`src/rtl/auth_pkg.sv`:
```
// Shared constants and types for the password entry front end and authenticator.
package auth_pkg;

   localparam int unsigned NUM_DIGITS = 4;
   localparam int unsigned DIGIT_W    = 4;
   localparam int unsigned PWD_W      = 16;

   localparam logic [PWD_W-1:0] TARGET_HASH = 16'hB7E1;

   typedef enum logic [1:0] {
      S_ENTRY        = 2'd0,
      S_SUBMIT       = 2'd1,
      S_WAIT_RELEASE = 2'd2
   } entry_state_t;

endpackage

```
`src/rtl/input_debouncer.sv`:
```
// Two-flop synchronizer plus run-length debouncer for one raw push-button.
module input_debouncer #(
   parameter int unsigned DEBOUNCE_CYCLES = 16
) (
   input  logic clk,
   input  logic rst,
   input  logic raw,
   output logic level,
   output logic press
);

   localparam int unsigned CNT_W = $clog2(DEBOUNCE_CYCLES + 1);

   logic             sync1_q, sync2_q;
   logic             stable_q, stable_d;
   logic             stable_dly_q;
   logic [CNT_W-1:0] cnt_q, cnt_d;

   // Flip the stable level only after an unbroken run of disagreeing samples.
   always_comb begin
      stable_d = stable_q;
      cnt_d    = '0;
      if (sync2_q != stable_q) begin
         if (cnt_q == CNT_W'(DEBOUNCE_CYCLES - 1)) begin
            stable_d = ~stable_q;
         end else begin
            cnt_d = cnt_q + CNT_W'(1);
         end
      end
   end

   always_ff @(posedge clk) begin
      if (rst) begin
         sync1_q      <= 1'b0;
         sync2_q      <= 1'b0;
         stable_q     <= 1'b0;
         stable_dly_q <= 1'b0;
         cnt_q        <= '0;
      end else begin
         sync1_q      <= raw;
         sync2_q      <= sync1_q;
         stable_q     <= stable_d;
         stable_dly_q <= stable_q;
         cnt_q        <= cnt_d;
      end
   end

   assign level = stable_q;
   assign press = stable_q & ~stable_dly_q;

endmodule

```
`src/rtl/password_entry.sv`:
```
// Debounced keypad entry: collects four digits and presents them to the authenticator.
module password_entry
   import auth_pkg::entry_state_t, auth_pkg::S_ENTRY, auth_pkg::S_SUBMIT,
          auth_pkg::S_WAIT_RELEASE, auth_pkg::DIGIT_W, auth_pkg::PWD_W;
#(
   parameter int unsigned DEBOUNCE_CYCLES = 16,
   parameter int unsigned NUM_DIGITS      = auth_pkg::NUM_DIGITS
) (
   input  logic               clk,
   input  logic               rst,
   input  logic [DIGIT_W-1:0] digit_in,
   input  logic               digit_btn_raw,
   input  logic               enter_btn_raw,
   input  logic               clear_btn_raw,
   output logic [PWD_W-1:0]   password_in,
   output logic               enter_btn,
   output logic [2:0]         digit_count,
   output logic               entry_full
);

   localparam int unsigned COUNT_W = 3;

   logic enter_level, enter_press;
   logic digit_press, clear_press;
   logic unused_digit_level, unused_clear_level;

   input_debouncer #(.DEBOUNCE_CYCLES(DEBOUNCE_CYCLES)) u_enter_db (
      .clk(clk), .rst(rst), .raw(enter_btn_raw), .level(enter_level), .press(enter_press)
   );
   input_debouncer #(.DEBOUNCE_CYCLES(DEBOUNCE_CYCLES)) u_digit_db (
      .clk(clk), .rst(rst), .raw(digit_btn_raw), .level(unused_digit_level), .press(digit_press)
   );
   input_debouncer #(.DEBOUNCE_CYCLES(DEBOUNCE_CYCLES)) u_clear_db (
      .clk(clk), .rst(rst), .raw(clear_btn_raw), .level(unused_clear_level), .press(clear_press)
   );

   logic [DIGIT_W-1:0] digit_meta_q, digit_sync_q;
   entry_state_t       state_q, state_d;
   logic [PWD_W-1:0]   buf_q, buf_d;
   logic [COUNT_W-1:0] count_q, count_d;
   logic               enter_q, enter_d;
   logic               full_q, full_d;
   logic               full_now;

   assign full_now = (count_q == COUNT_W'(NUM_DIGITS));

   // Entry FSM; losing presses are dropped rather than queued.
   always_comb begin
      state_d = state_q;
      buf_d   = buf_q;
      count_d = count_q;
      case (state_q)
         S_ENTRY: begin
            if (enter_press) begin
               state_d = full_now ? S_SUBMIT : S_WAIT_RELEASE;
            end else if (clear_press) begin
               buf_d   = '0;
               count_d = '0;
            end else if (digit_press && !full_now) begin
               buf_d   = {buf_q[PWD_W-DIGIT_W-1:0], digit_sync_q};
               count_d = count_q + COUNT_W'(1);
            end
         end
         S_SUBMIT: begin
            if (!enter_level) begin
               buf_d   = '0;
               count_d = '0;
               state_d = S_ENTRY;
            end
         end
         S_WAIT_RELEASE: begin
            if (!enter_level) begin
               state_d = S_ENTRY;
            end
         end
         default: state_d = S_ENTRY;
      endcase
      enter_d = (state_d == S_SUBMIT);
      full_d  = (count_d == COUNT_W'(NUM_DIGITS));
   end

   always_ff @(posedge clk) begin
      if (rst) begin
         digit_meta_q <= '0;
         digit_sync_q <= '0;
         state_q      <= S_ENTRY;
         buf_q        <= '0;
         count_q      <= '0;
         enter_q      <= 1'b0;
         full_q       <= 1'b0;
      end else begin
         digit_meta_q <= digit_in;
         digit_sync_q <= digit_meta_q;
         state_q      <= state_d;
         buf_q        <= buf_d;
         count_q      <= count_d;
         enter_q      <= enter_d;
         full_q       <= full_d;
      end
   end

   assign password_in = buf_q;
   assign enter_btn   = enter_q;
   assign digit_count = count_q;
   assign entry_full  = full_q;

endmodule

```
`config.mk`:
```
export PLATFORM = sky130hd
export DESIGN_NAME = password_entry
export DESIGN_NICKNAME = d
export VERILOG_FILES = /design/src/rtl/auth_pkg.sv /design/src/rtl/input_debouncer.sv /design/src/rtl/password_entry.sv
export SDC_FILE = /design/constraint.sdc
export NUM_CORES = 1
export LEC_CHECK = 0
export CORE_AREA = 2 2 51 88
export DETAILED_ROUTE_END_ITERATION = 12
export DIE_AREA = 0 0 53 90
export PLACE_DENSITY_LB_ADDON = 0.15
export SLEW_MARGIN = 5
export SYNTH_ARGS = -nofsm -noshare
export SYNTH_HDL_FRONTEND = slang
export SYNTH_SLANG_ARGS = --single-unit
```
`constraint.sdc`:
```
create_clock -name clk -period 3.78 [get_ports clk]
set_input_delay 0.756 -clock clk [delete_from_list [all_inputs] [get_ports clk]]
set_output_delay 0.756 -clock clk [all_outputs]
set_load 0.1 [all_outputs]
```
### Word level (Yosys, flattened, before mapping)

Cells that the tools add are included.

* register bits: 58
* bits in latches: 0
* RAM bits: 0
* bits in read-only memories: 0
* output and inout port bits: 21
* memories: 0

* $add $sub $neg: 4
* $mul: 0
* div/mod/pow operators: 0
* $lt $le $gt $ge: 0
* equal/unequal tests: 14
* shift operators: 0
* muxes and demuxes: 14
* bitwise operators: 12
* reduce and logical (&&, ||, !) cells: 12

Operators by type and width (count)
* $mux W16: 4
* $pmux W16 S2: 1
* $add A5 B1 Y5 const B: 3
* $eq A5 B4 Y1 const B: 3
* $mux W3: 4
* $not A1 Y1: 9
* $reduce_or A3 Y1: 3
* $eq A3 B3 Y1 const B: 2
* $mux W2: 3
* $pmux W3 S2: 1
* $reduce_and A2 Y1: 3
* $eq A2 B1 Y1 const B: 2
* $ne A2 B2 Y1 const B: 2
* $pmux W2 S2: 1
* $reduce_and A4 Y1: 1
* $add A3 B1 Y3 const B: 1
* $and A1 B1 Y1: 3
* $ne A1 B1 Y1: 3
* $ne A3 B3 Y1 const B: 1
* $eq A2 B2 Y1 const B: 1
* $logic_not A2 Y1: 1
* $reduce_bool A2 Y1: 1
* $reduce_or A2 Y1: 1
* $logic_and A1 B1 Y1: 1
* $logic_not A1 Y1: 1

### Depth between registers and ports, before layout

Gate-level depths: netlist of run 1.

* depth after elaboration: 8
* gate-level depth with buffers: 9

### Modules after synthesis

Synthesis of run 1 repeated with hierarchy kept, for this count alone.

* cell total of the unflattened synthesis: 230
* area total of the unflattened synthesis: 2318.5 sq um

Modules (own cells, without submodules)
* password_entry: instances 1, cells each 140, area each 1361.3 sq um, seq. area each 620.6 sq um
* input_debouncer: instances 3, cells each 30, area each 319.1 sq um, seq. area each 180.2 sq um

### Least setup slack after synthesis of run 1

OpenSTA, ideal clock, no wires.

* path kind: register to register
* start: reg count_q[0], in the netlist digit_count[0]
* end: reg buf_q[4], in the netlist password_in[4]
* library setup time: 0.071 ns
* data arrival time: 2.426 ns
* required time: 3.709 ns
* path slack: 1.284 ns
* stages on the path, launching flop included: 10
* cells stage by stage: dfxtp_1 -> inv_1 -> ha_1 -> nand2_1 -> and4b_1 -> buf_6 -> o21a_1 -> buf_4 -> nand3_1 -> a21oi_1

* word-level cells in the longest chain between the ends: 5

RTL lines
* start: declaration: line password_entry.sv:40 `logic [COUNT_W-1:0] count_q, count_d;`
* start signal: assignment: line password_entry.sv:96 `count_q <= count_d;`
* $eq A3 B3 Y1: line password_entry.sv:45 `assign full_now = (count_q == COUNT_W'(NUM_DIGITS));`
* $logic_not A1 Y1: line password_entry.sv:59 `end else if (digit_press && !full_now) begin`
* $logic_and A1 B1 Y1: line password_entry.sv:59
* $ne A3 B3 Y1 (no line)
* $reduce_and A4 Y1 (no line)
* end signal: assignment: line password_entry.sv:95 `buf_q <= buf_d;`
* end: declaration: line password_entry.sv:39 `logic [PWD_W-1:0] buf_q, buf_d;`

No other way between the ends.
A chain may end at the register's enable or synchronous reset.

### Final worst setup path of run 1

* start: reg count_q[1], in the netlist digit_count[1]
* end: out digit_count[1]

RTL lines
* end: declaration: line password_entry.sv:17 `output logic [2:0] digit_count,`

No word-level cell between the ends.

==> summary.txt, run 1 <==
Drt
  • Initial DRC count: 31
  • DRT antenna net count: 0
  • Vias per cell: 5.00
  • Routed length per instance: 11.8 um
  • DRT Pass-1 Iters: 4
  • Vias: 1570
  • DRC violations left: 0
  • Total Routed Length: 3.69 mm

Place
  • Hpwl dp: 2.58 mm
  • Inst Count DP: 298
  • Post-DP Area: around 2500 sq um
  • RD Place Congestion: 0.733
  • PortBufs: 29

Floorplanning
  • Die span in x: approximately 53 um
  • Full die area: 4770 sq um
  • Die Y: 90 um
  • Row cnt: 31
  • Top Ports: 30
  • Initial Util: 54.1%
  • Core area: 4070 sq um

CTS
  • TritonCTS Buffers: 9
  • Clock sinks: 58
  • H-tree level count: 3
  • Post-CTS sizing: 0
  • Root Buffer: clkbuf_8
  • Clock buffer depth: 2
  • Clk Latency, worst-skew pair: around 0.33 ns
  • CTS tree: done
  • Clock-pin slew on the worst setup and hold paths: approximately 0.060 ns
  • Post-CTS Hold Fix Bufs: 0
  • Setup Buffers After CTS: 0

STA
  • RSZ-0062 raised after global routing: false
  • FMAX: 381 MHz
  • Tcrit/Tclk final: 69.4%
  • Final max-slew violation count: 0
  • Worst Tran Pin Value: between 1 and 1.5 ns
  • Final Setup Violations: 0
  • Fin crit period: 2.62 ns
  • Hold Violations, Final: 0
  • Slew margin rel.: about 32%
  • Setup Skew: 0.00581 ns
  • Setup TNS: 0 ns

Yosys
  • Synth top area cells: dfxtp_1, ha_1, nor2b_1
  • Mapped Avg Cell Area: roughly 9.6 sq um
  • Synth unique cells: 34
  • Seq/Total Area, Yosys: 52.7%
  • Async SR Flop Fraction: 0%
  • #FFs+latches synth: 58
  • Ys Warns: 0
  • Synth Flop Type: dfxtp_1
  • Top cells by count, synth: dfxtp_1, nor2_1, nand3_1
  • Synth area leader: dfxtp_1
  • Most numerous cell in the Yosys netlist: dfxtp_1
  • Synthesized cell area: 2200 sq um
  • Post-Synthesis Cells: 230
  • Area share of the largest cell type after synthesis: 52.7%
  • Syn_nets: 250
  • Post-synth EDFFs: 0

Cells and area
  • Finished Cell Area: 2690 sq um
  • Post-layout util: approximately two thirds
  • Final #Nets: 280
  • Synth-to-Final Area Change: 21.9%
  • Antenna diode count: 0
  • Layout Cells excl Fill: around 310
  • Layout cells sized above 1: just under 8%

Pwr
  • Peak supply drop: 365 uV
  • PD cells: 437 nW/um^2
  • P_leak: between 0.9 and 1 nW

Global route
  • Largest net degree at the start of global routing: 26
  • Total track usage: about 18%
  • Vias in the first global route: 1576
  • Gr ovfl total: 0
  • Initial antenna violation count: 0
  • First-pass GRT wire length: 6.42 mm

Critical path
  • Top delay family on crit path: buffers and inverters
  • Setup crit end kind: output pin
  • Crit path kind: reg2out
  • Data required, critical path: 3.02 ns
  • Critical path's slowest cell: clkdlybuf4s50_1
  • Worst setup SP type: register
  • Buf+Inv Stages, Crit Path: 1
  • Critical path, cell by cell: clkdlybuf4s50_1
  • Worst-path fanout max: 5
  • Max stage delay on crit path: about 1.2 ns
  • Arrival time worst endpoint: 1.87 ns

Job
  • Max Cap Viol: 0

Hold path
  • Worst hold-check path type: reg2reg

Outcome
  • Status: completed
## metrics by stage
stage / hold slack (ns) / power (W) / worst slack, ns
final: 0.433 / 0.00117 / 1.16
after global routing: 0.455 / 0.00121 / 1.10
after CTS: 0.434 / 0.00119 / 1.14
after detailed placement: 0.425 / 0.000660 / 1.42
after global placement: 0.415 / 0.000659 / 1.45
after floorplan: 0.414 / 0.000649 / 1.28
## layer usage
| layer | part of all wire, % | up-vias | GRT usage [%] |
|---|---|---|---|
| li1 | - | 817 | - |
| met3 | 2.5 | 10 | 3.99 |
| met1 | 41 | 719 | 18.9 |
| met5 | 0 | - | 0 |
| met4 | 3.7 | 0 | 13.5 |
| met2 | 52 | 24 | 30.4 |
## power breakdown
group          internal (W)  total [W]  leakage (nW)  switching, W
sequential         0.000619   0.000622         0.470    0.00000279
clock              0.000299   0.000528        0.0958      0.000229
combinational     0.0000131  0.0000239         0.425     0.0000108
## registers in the layout (all words and copies together) (netlist names), 2 cells and up
name and cells:
u_enter_db.cnt_q 5, state_q 2, digit_count 3, u_clear_db.cnt_q 5, u_digit_db.cnt_q 5, digit_meta_q 4
digit_sync_q 4, password_in 16
## area by class of cell
cell class	count	area (sq um)
fillers	377	1390
flip-flops and latches	58	1160
multi-input cells	148	933
repair buffers	30	298
clock buffers	10	128
well taps	49	61.3
clock inverters	6	57.6
inverters	13	48.8
## cell usage in the layout (no fill, tap or decap), types with 4 or more instances in the layout
cell and n:
dfxtp_1 58, clkdlybuf4s50_1 29, nor2_1 21, nand3_1 20
nor2b_1 19, nand2_1 19, a21oi_1 18, inv_1 13
ha_1 11, clkbuf_8 9, xnor2_1 6, mux2i_1 5
or3_1 5, clkinv_2 4
## cells by family after synthesis
group	Yosys count	synth area share, %
compound gates	29	8.57
buf+inv	24	4.99
fa+ha+maj	11	6.24
simple gates	94	21.7
mux	5	2.27
xor+xnor	9	3.58
flops	58	52.7
## worst paths after layout
path / startpoint / to / slack (ns) / depth (start not counted)
max: digit_count[1]$_SDFF_PP0_ / digit_count[1] / 1.16 / 1
max reg2reg: digit_count[0]$_SDFF_PP0_ / password_in[11]$_SDFFE_PP0P_ / 1.71 / 7
min: u_digit_db.sync1_q$_SDFF_PP0_ / u_digit_db.sync2_q$_SDFF_PP0_ / 0.43 / 1
min reg2reg: u_digit_db.sync1_q$_SDFF_PP0_ / u_digit_db.sync2_q$_SDFF_PP0_ / 0.43 / 1
No activity file was read; power rests on OpenSTA's default activity.
==> run 2: changes to the inputs <==
--- a/config.mk
+++ b/config.mk
@@ -5,9 +5,9 @@
 export SDC_FILE = /design/constraint.sdc
 export NUM_CORES = 1
 export LEC_CHECK = 0
-export CORE_AREA = 2 2 51 88
+export CORE_AREA = 2 2 55 95
 export DETAILED_ROUTE_END_ITERATION = 12
-export DIE_AREA = 0 0 53 90
+export DIE_AREA = 0 0 57 97
 export PLACE_DENSITY_LB_ADDON = 0.15
 export SLEW_MARGIN = 5
 export SYNTH_ARGS = -nofsm -noshare
==> constraint.sdc (replaced) <==
create_clock -name clk -period 2.15 [get_ports clk]
set_input_delay 0.43 -clock clk [delete_from_list [all_inputs] [get_ports clk]]
set_output_delay 0.43 -clock clk [all_outputs]
set_load 0.1 [all_outputs]
==> run 2 against run 1 <==
  * Setup slack worse by 0.80 ns
  * Sequential share of layout area is 0.12 points higher
  * Flip-flop and latch count stayed put
  * Clock power is 85% higher
  * Core utilization is 8.9 points lower
==> summary.txt, run 2 (synthesis results as in run 1) <==
Outcome
  • Status: completed

Global route
  • Gr ovfl total: 0
  • First-pass GRT wire length: 6.72 mm
  • Vias in the first global route: roughly 1500
  • Initial antenna violation count: 0
  • Largest net degree at the start of global routing: 33
  • Total track usage: 15.7%

STA
  • Final Setup Violations: 0
  • Fin crit period: 1.79 ns
  • Hold Violations, Final: 0
  • FMAX: 558 MHz
  • Setup TNS: 0 ns
  • Setup Skew: 0.00465 ns
  • RSZ-0062 raised after global routing: false
  • Worst Tran Pin Value: a little under 0.5 ns
  • Slew margin rel.: 67.8%
  • Min Hold Slack: about 0.43 ns
  • Tcrit/Tclk final: between 80% and 90%
  • Final max-slew violation count: 0

Critical path
  • Buf+Inv Stages, Crit Path: 2
  • Worst-path fanout max: 19
  • Max stage delay on crit path: between 0.3 and 0.4 ns
  • CP most frequent cell: inv_1
  • Setup crit end kind: register
  • Arrival time worst endpoint: 2.04 ns
  • Crit path kind: reg2reg
  • Top delay family on crit path: compound AO/OA/AOI/OAI gates
  • CP startpoint: state_q[1]$_SDFF_PP0_
  • RR Startpoint: state_q[1]$_SDFF_PP0_
  • Critical path's slowest cell: dfxtp_1
  • Critical path, cell by cell: inv_1 -> ha_1 -> inv_1 -> mux2i_1 -> o21ai_4 -> a21o_1 -> a221oi_2
  • Worst setup SP type: register
  • Data required, critical path: 2.40 ns

Floorplanning
  • Die span in x: 57 um
  • Initial Util: between 40% and 50%
  • Core area: around 4700 sq um
  • Full die area: around 5500 sq um
  • Row cnt: 33
  • Die Y: roughly 97 um
  • Top Ports: 30

CTS
  • TritonCTS Buffers: 9
  • Clock sinks: 58
  • CTS tree: done
  • Root Buffer: clkbuf_8
  • Post-CTS sizing: 0
  • Setup Buffers After CTS: 0
  • H-tree level count: 3
  • Clk Latency, worst-skew pair: 0.33 ns
  • Clock-pin slew on the worst setup and hold paths: 0.06 ns
  • Clock buffer depth: 2
  • Post-CTS Hold Fix Bufs: 0

Cells and area
  • Most frequent cells in the layout: dfxtp_1, buf_4, nor2_1, nand3_1
  • Antenna diode count: 0
  • Layout cells sized above 1: 17.5%
  • Layout Cells excl Fill: 320
  • Synth-to-Final Area Change: 22.0%
  • Final #Nets: 283
  • Max reg flops: 16
  • Commonest non-fill, non-tap cell in the layout: dfxtp_1

Pwr
  • PD cells: just under 800 nW/um^2
  • P_leak: ~1.1 nW
  • Peak supply drop: ~590 uV
  • Final Power: 0.00212 W

Drt
  • Initial DRC count: 35
  • DRC violations left: 0
  • DRT Pass-1 Iters: 4
  • Vias per cell: 4.98
  • Total Routed Length: about 3.8 mm
  • Routed length per instance: around 12 um
  • Vias: 1592
  • DRT antenna net count: 0

Place
  • Hpwl dp: 2.57 mm
  • RD Place Congestion: about 0.67
  • PortBufs: 29
  • Inst Count DP: 304

Hold path
  • Worst Min Path Start: digit_meta_q[1]$_SDFF_PP0_
  • Worst hold-check path type: reg2reg

Job
  • Max Cap Viol: 0
[run 2: changes by cell type in the layout (fill, tap and decap cells not counted), sizes merged]
cell	delta
clkinv	-2
clkdlybuf4s50	-21
clkbuf	+2
buf	+24
[run 2: power breakdown]
group	leakage, nW	switching, W	internal [W]
combinational	0.488	0.0000200	0.0000267
sequential	0.472	0.00000449	0.00109
clock	0.0966	0.000410	0.000567
total	1.06	0.000434	0.00168
[run 2: worst paths after layout]
check                                    end  slack, ns  cells past startpoint
setup reg to reg       entry_full$_SDFF_PP0_       0.36                      7
hold reg to reg   digit_sync_q[1]$_SDFF_PP0_       0.43                      1
setup / recovery       entry_full$_SDFF_PP0_       0.36                      7
hold / removal    digit_sync_q[1]$_SDFF_PP0_       0.43                      1
[run 2: area by class of cell]
class / count / area, sq um
multi-input cells: 148 / 933
clock inverters: 4 / 51.3
fillers: 459 / 2020
flip-flops and latches: 58 / 1160
well taps: 52 / 65.1
repair buffers: 33 / 280
clock buffers: 12 / 145
inverters: 13 / 48.8
[run 2: per-stage QoR]
stage	worst slack [ns]	util, %	area (sq um)
after CTS	0.363	57.1	2690
after floorplan	0.0310	-	2210
after global placement	0.403	53.0	2490
after detailed placement	0.390	53.0	2490
after global routing	0.144	57.1	2690
final	0.357	57.1	2690
[run 2: layer usage]
| layer | global-route usage (%) | wire, um |
|---|---|---|
| met1 | 17.0 | 1550 |
| met2 | 25.5 | 1960 |
| met3 | 6.15 | 190 |
| met4 | 8.59 | 91 |
| met5 | 0 | 0 |
==> run 3: changes to the inputs <==
--- a/config.mk
+++ b/config.mk
@@ -5,9 +5,9 @@
 export SDC_FILE = /design/constraint.sdc
 export NUM_CORES = 1
 export LEC_CHECK = 0
-export CORE_AREA = 2 2 55 95
+export CORE_AREA = 2 2 52 91
 export DETAILED_ROUTE_END_ITERATION = 12
-export DIE_AREA = 0 0 57 97
+export DIE_AREA = 0 0 54 93
 export PLACE_DENSITY_LB_ADDON = 0.15
 export SLEW_MARGIN = 5
 export SYNTH_ARGS = -nofsm -noshare
==> constraint.sdc (replaced) <==
create_clock -name clk -period 1.8 [get_ports clk]
set_input_delay 0.36 -clock clk [delete_from_list [all_inputs] [get_ports clk]]
set_output_delay 0.36 -clock clk [all_outputs]
set_load 0.1 [all_outputs]
==> run 3 against run 2 <==
  * Power increased by 13%
  * Clock power up 5%
  * Non-clock buffer count grew 3
  * Routed wire length up 2.1%
  * Core utilization rose by 12 points
  * Register-to-register slack worse by 0.27 ns
  * First-iteration DRC count is 29% lower
  * Final area grew 11%
==> summary.txt, run 3 (synthesis results as in run 1) <==
Outcome
  • Status: completed

CTS
  • Post-CTS Hold Fix Bufs: 0
  • Clock buffer depth: 2
  • TritonCTS Buffers: 9
  • H-tree level count: 3
  • Setup Buffers After CTS: 0
  • Post-CTS sizing: 0
  • Clock-pin slew on the worst setup and hold paths: 0.07 ns
  • Root Buffer: clkbuf_8
  • Clock sinks: 58
  • CTS tree: done
  • Clk Latency, worst-skew pair: between 0.3 and 0.4 ns

Place
  • Hpwl dp: approximately 2.8 mm
  • Setup WS pre-CTS: 0.0817 ns
  • PortBufs: 29
  • RD Place Congestion: 0.704
  • Post-DP Area: approximately 2800 sq um
  • Inst Count DP: between 300 and 400

Hold path
  • Hold path cells: 1
  • Worst hold-check path type: reg2reg

Job
  • Max Cap Viol: 0

STA
  • Slew margin rel.: 80.5%
  • Final max-slew violation count: 0
  • Setup WS post-layout: about 0.085 ns
  • FMAX: 583 MHz
  • Tcrit/Tclk final: 95.3%
  • Setup Skew: about 0.008 ns
  • Worst Tran Pin Value: 0.292 ns
  • Fin crit period: around 1.7 ns
  • Hold Violations, Final: 0
  • RSZ-0062 raised after global routing: false
  • Final Setup Violations: 0

Global route
  • Total track usage: roughly 18%
  • Vias in the first global route: 1607
  • Largest net degree at the start of global routing: 30
  • Initial antenna violation count: 0
  • Gr ovfl total: 0
  • First-pass GRT wire length: 6.72 mm

Floorplanning
  • Die Y: 93 um
  • Die span in x: 54 um
  • Top Ports: 30
  • Full die area: between 5000 and 6000 sq um
  • Row cnt: 32
  • Core area: 4320 sq um
  • Initial Util: 51.0%

Cells and area
  • Fillers: 330
  • Post-layout util: 69.0%
  • Seq. cell area: 1170 sq um
  • Max reg flops: 16
  • Synth-to-Final Area Change: 35.3%
  • Final #Nets: about 290
  • Layout cells sized above 1: 21.4%
  • Multi-input logic area: 960 sq um
  • Commonest non-fill, non-tap cell in the layout: dfxtp_1
  • Layout Cells excl Fill: 322
  • Most frequent cells in the layout: dfxtp_1, buf_12, nor2_1, nand3_1, nor2b_1
  • Antenna diode count: 0
  • Finished Cell Area: 2980 sq um

Pwr
  • Final Power: between 0.002 and 0.0025 W
  • P_leak: 1.12 nW
  • Peak supply drop: around 670 uV
  • PD cells: 800 nW/um^2

Drt
  • Total Routed Length: 3.87 mm
  • Vias per cell: 5.02
  • Vias: approximately 1600
  • Initial DRC count: 25
  • DRT Pass-1 Iters: 4
  • DRC violations left: 0
  • DRT antenna net count: 0
  • Routed length per instance: 12.0 um

Critical path
  • Worst-path fanout max: 5
  • Worst setup SP type: register
  • Critical path's slowest cell: dfxtp_4
  • Top delay family on crit path: simple AND/OR/NAND/NOR gates
  • R2R depth: 7
  • Levels on crit path: 7
  • Setup crit end kind: register
  • Data required, critical path: 2.05 ns
  • Critical path, cell by cell: inv_2 -> ha_4 -> nand2_2 -> and4b_2 -> and3_4 -> or3_1 -> a221oi_2
  • Max stage delay on crit path: 0.37 ns
  • Crit path kind: reg2reg
  • Buf+Inv Stages, Crit Path: 1
  • Arrival time worst endpoint: 1.96 ns
==> run 3: changes by cell type in the layout (fill, tap and decap cells not counted), sizes merged <==
| cell | change |
|---|---|
| bufinv | -1 |
| buf | +3 |
| inv | +1 |
| clkinv | +1 |
| clkbuf | -1 |
==> run 3: path summary, 6_finish.rpt <==
kind | startpoint | endpoint | slack [ns]
max reg2reg | digit_count[1]$_SDFF_PP0_ | entry_full$_SDFF_PP0_ | 0.08
min | u_digit_db.sync1_q$_SDFF_PP0_ | u_digit_db.sync2_q$_SDFF_PP0_ | 0.44
max | digit_count[1]$_SDFF_PP0_ | entry_full$_SDFF_PP0_ | 0.08
min reg2reg | u_digit_db.sync1_q$_SDFF_PP0_ | u_digit_db.sync2_q$_SDFF_PP0_ | 0.44
==> run 3: layer usage <==
layer	GRT usage (%)	vias up	share of wire, %
met2	30.1	25	53
li1	-	828	-
met1	20.3	752	41
met3	3.35	10	2.5
met4	13.1	0	3.1
met5	0	-	0
==> run 3: layout make-up <==
class	count	share of cell area [%]
Clock buffer	11	4.74
Clock inverter	5	0.965
Inverter	13	1.72
Multi-Input combinational cell	148	32.2
Sequential cell	58	39.3
Tap cell	51	2.14
Timing Repair Buffer	36	19.0
==> run 3: power by group <==
group	leakage (nW)	total [W]	switching (W)	internal, W
registers	0.473	0.00130	0.00000551	0.00130
logic	0.562	0.0000562	0.0000243	0.0000319
clock network	0.0894	0.00103	0.000500	0.000530
==> run 3: metrics by stage <==
stage                     hold slack, ns  TNS [ns]
after CTS                          0.437         0
after detailed placement           0.423         0
after global placement             0.418         0
after global routing               0.455         0
after floorplan                    0.414   -0.0194
final                              0.437         0
==> RTL change: new RTL, settings of run 3 <==
Make the reset (`rst`) asynchronous in 2 clocked blocks.
--- a/src/rtl/input_debouncer.sv
+++ b/src/rtl/input_debouncer.sv
@@ -30,5 +30,5 @@
    end
 
-   always_ff @(posedge clk) begin
+   always_ff @(posedge clk or posedge rst) begin
       if (rst) begin
          sync1_q      <= 1'b0;
--- a/src/rtl/password_entry.sv
+++ b/src/rtl/password_entry.sv
@@ -80,5 +80,5 @@
    end
 
-   always_ff @(posedge clk) begin
+   always_ff @(posedge clk or posedge rst) begin
       if (rst) begin
          digit_meta_q <= '0;
Check against the original RTL: same outputs for any inputs over 10 cycles, from zero or initial values and one cycle with rst high; that may be too few to reach the edited logic, so the function may still have changed.
==> RTL change against run 3 <==
Wire length shrank 2.7%; critical path depth grew 1; core utilization grew 3.2 points; die area is the same; sequential cell count is the same; global-route usage shrank 0.054 points; setup slack gained 0.11 ns; hold slack lost 0.14 ns; cell area grew 4.6%; synthesized area grew 4.3%.
Power is not compared: it rests on default switching activity, and its combinational part moved more than twofold at a synthesized area within 25%.
==> RTL change: results (changes against run 3) <==
largest_reg_flops: 16  # unchanged
drt-initial-drc-count: 15  # -40%
synthAdderAreaFrac_pct: 4.35  # -1.9 points
synth-main-ff-cell: "dfrtp_1"
first_global_vias: 1503  # -6.5%
async_flop_share_pct: 100  # +100 points
status: "complete, no violations"
grt_max_degree: 47  # +57%
gp_congestion: 0.793  # +13%
worstSkewPairLatency_ns: 0.33  # about the same
grt_usage_pct: 18.3  # -0.054 points
r2r_setup_slack_ns: 0.19  # +0.11 ns
detailedPlace.worstSlack_ns: 0.0649  # -0.0167 ns
skew_ns: 0.0107  # +0.00265 ns
leakagePower_uw: 0.00148
yosysSeqAreaShare_pct: 63.1  # +10 points
drt_pass1_iterations: 4  # unchanged
worst_setup_path_start_kind: "flop"
cts.path.max_buffers: 2  # unchanged
synthTopCellsByArea: "dfrtp_1 63%, nand2_1 6.2%, ha_1 4.4%"
htreeDepth: 3  # unchanged
layout.nets: 264  # -7.7%
r2r-end: "password_in[1]"
portBuffers: 29  # unchanged
min_path_type: "primary input to asynchronous set/reset pin"
path_max_fanout: 32  # +27
grt_first_pass_wirelength_um: 6470  # -3.7%
reg2reg_depth: 8  # +1
synth_nets: 224  # -10%
vias_per_cell: 5.08  # +1.2%
synthDistinctLibCells: 30  # -12%
clockRootBuffer: "clkbuf_8"
drive_above_1_share_pct: 22.6  # +1.2 points
hpwlAfterDp_um: 2670  # -4.2%
clk_pin_slew_worst_paths_ns: 0.07  # about the same
antenna_found_initial: 0  # unchanged
synth_compound_area_share_pct: 9.20  # +0.63 points
antennaDiodeCount: 0  # unchanged
synth-xor-area-share_pct: 3.43  # -0.15 points
numCtsBuffers: 9  # unchanged
vdd_ir_drop_max_mv: 1.20
worstMarginPinSlew_ns: 0.428  # +0.136 ns
ys_top_cells_by_count: "58 x dfrtp_1, 38 x nand2_1, 14 x nor2_1, 12 x o21ai_1, 11 x o21ai_0"
r2r-start: "state_q[1]"
totalWireLength_um: 3770  # -2.7%
synthMuxAreaShare_pct: 0.980  # -1.3 points
yosysWarnings: 0  # unchanged
worst_ep_arrival_time_ns: 1.81  # -0.15 ns
-- RTL change: cell types whose count changed in the layout (fill, tap and decap cells not counted), sizes merged, moves of 15 or more --
cell / before / now
a21oi: 18 / 3
dfrtp: 0 / 58
dfxtp: 58 / 0
nand2: 19 / 39
nor2b: 19 / 3
o21ai: 4 / 23
-- RTL change: power breakdown --
| part | leakage (uW) | total (uW) | internal, uW | switching, uW |
|---|---|---|---|---|
| clock | 0.000102 | 1100 | 645 | 456 |
| combinational | 0.000606 | 346 | 125 | 221 |
| sequential | 0.000766 | 1400 | 1360 | 42.7 |
| total | 0.00148 | 2850 | 2130 | 719 |
-- RTL change: final cells by class --
class                      count  area (um^2)
sequential                    58         1450
fill                         303         1200
multi-input combinational    135          818
timing repair buffer          34          558
clock buffer                  14          183
tap                           51         63.8
inverter                       9         33.8
clock inverter                 2         10.0
-- RTL change: worst max path at each step --
| stage | to | slack (ns) | cells past startpoint |
|---|---|---|---|
| finish | password_in[1] | 0.19 | 8 |
| global route | password_in[1] | 0.02 | 8 |
| CTS | password_in[1] | 0.04 | 8 |
| detailed placement | password_in[1] | 0.06 | 8 |
| global placement | password_in[0] | 0.16 | 8 |
| floorplan | entry_full | -0.14 | 7 |
-- RTL change: logic make-up (layout without fill, tap and decap cells) --
kind of cell / after synthesis / after routing
multiplexers: 2 / 2
AND/OR/NAND/NOR: 82 / 82
flip-flops: 58 / 58
XOR/XNOR: 9 / 9
buffers and inverters: 14 / 59
AO/OA/AOI/OAI: 34 / 34
adder cells (fa/ha/maj): 8 / 8
-- RTL change: what timing repair did --
item,in CTS,in global routing
setup buffers,0,0
endpoints found under the setup margin,0,17
gates resized for setup,0,5
-- RTL change: per-stage QoR --
step           hold WS (ns)  cell area (um^2)  instances
2_1_floorplan         0.331              2320        207
3_3_place_gp          0.333              2910        287
3_5_place_dp          0.336              2910        287
4_1_cts               0.290              3100        303
5_1_grt               0.307              3120        303
6_report              0.297              3120        303
-- RTL change: per-layer routing --
metal | wire length (um) | GRT usage [%]
met5 | 0 | 0
met2 | 2060 | 29.9
met3 | 148 | 6.71
met4 | 91 | 9.38
met1 | 1470 | 20.2
-- RTL change: worst max-delay path, stage by stage, from the launching register on --
cell and delay (ns):
dfrtp_1 0.38, inv_1 0.11, ha_2 0.21, nand2b_1 0.16
a22oi_2 0.16, nand2_2 0.10, buf_8 0.18, nand2_1 0.08
o21ai_0 0.08
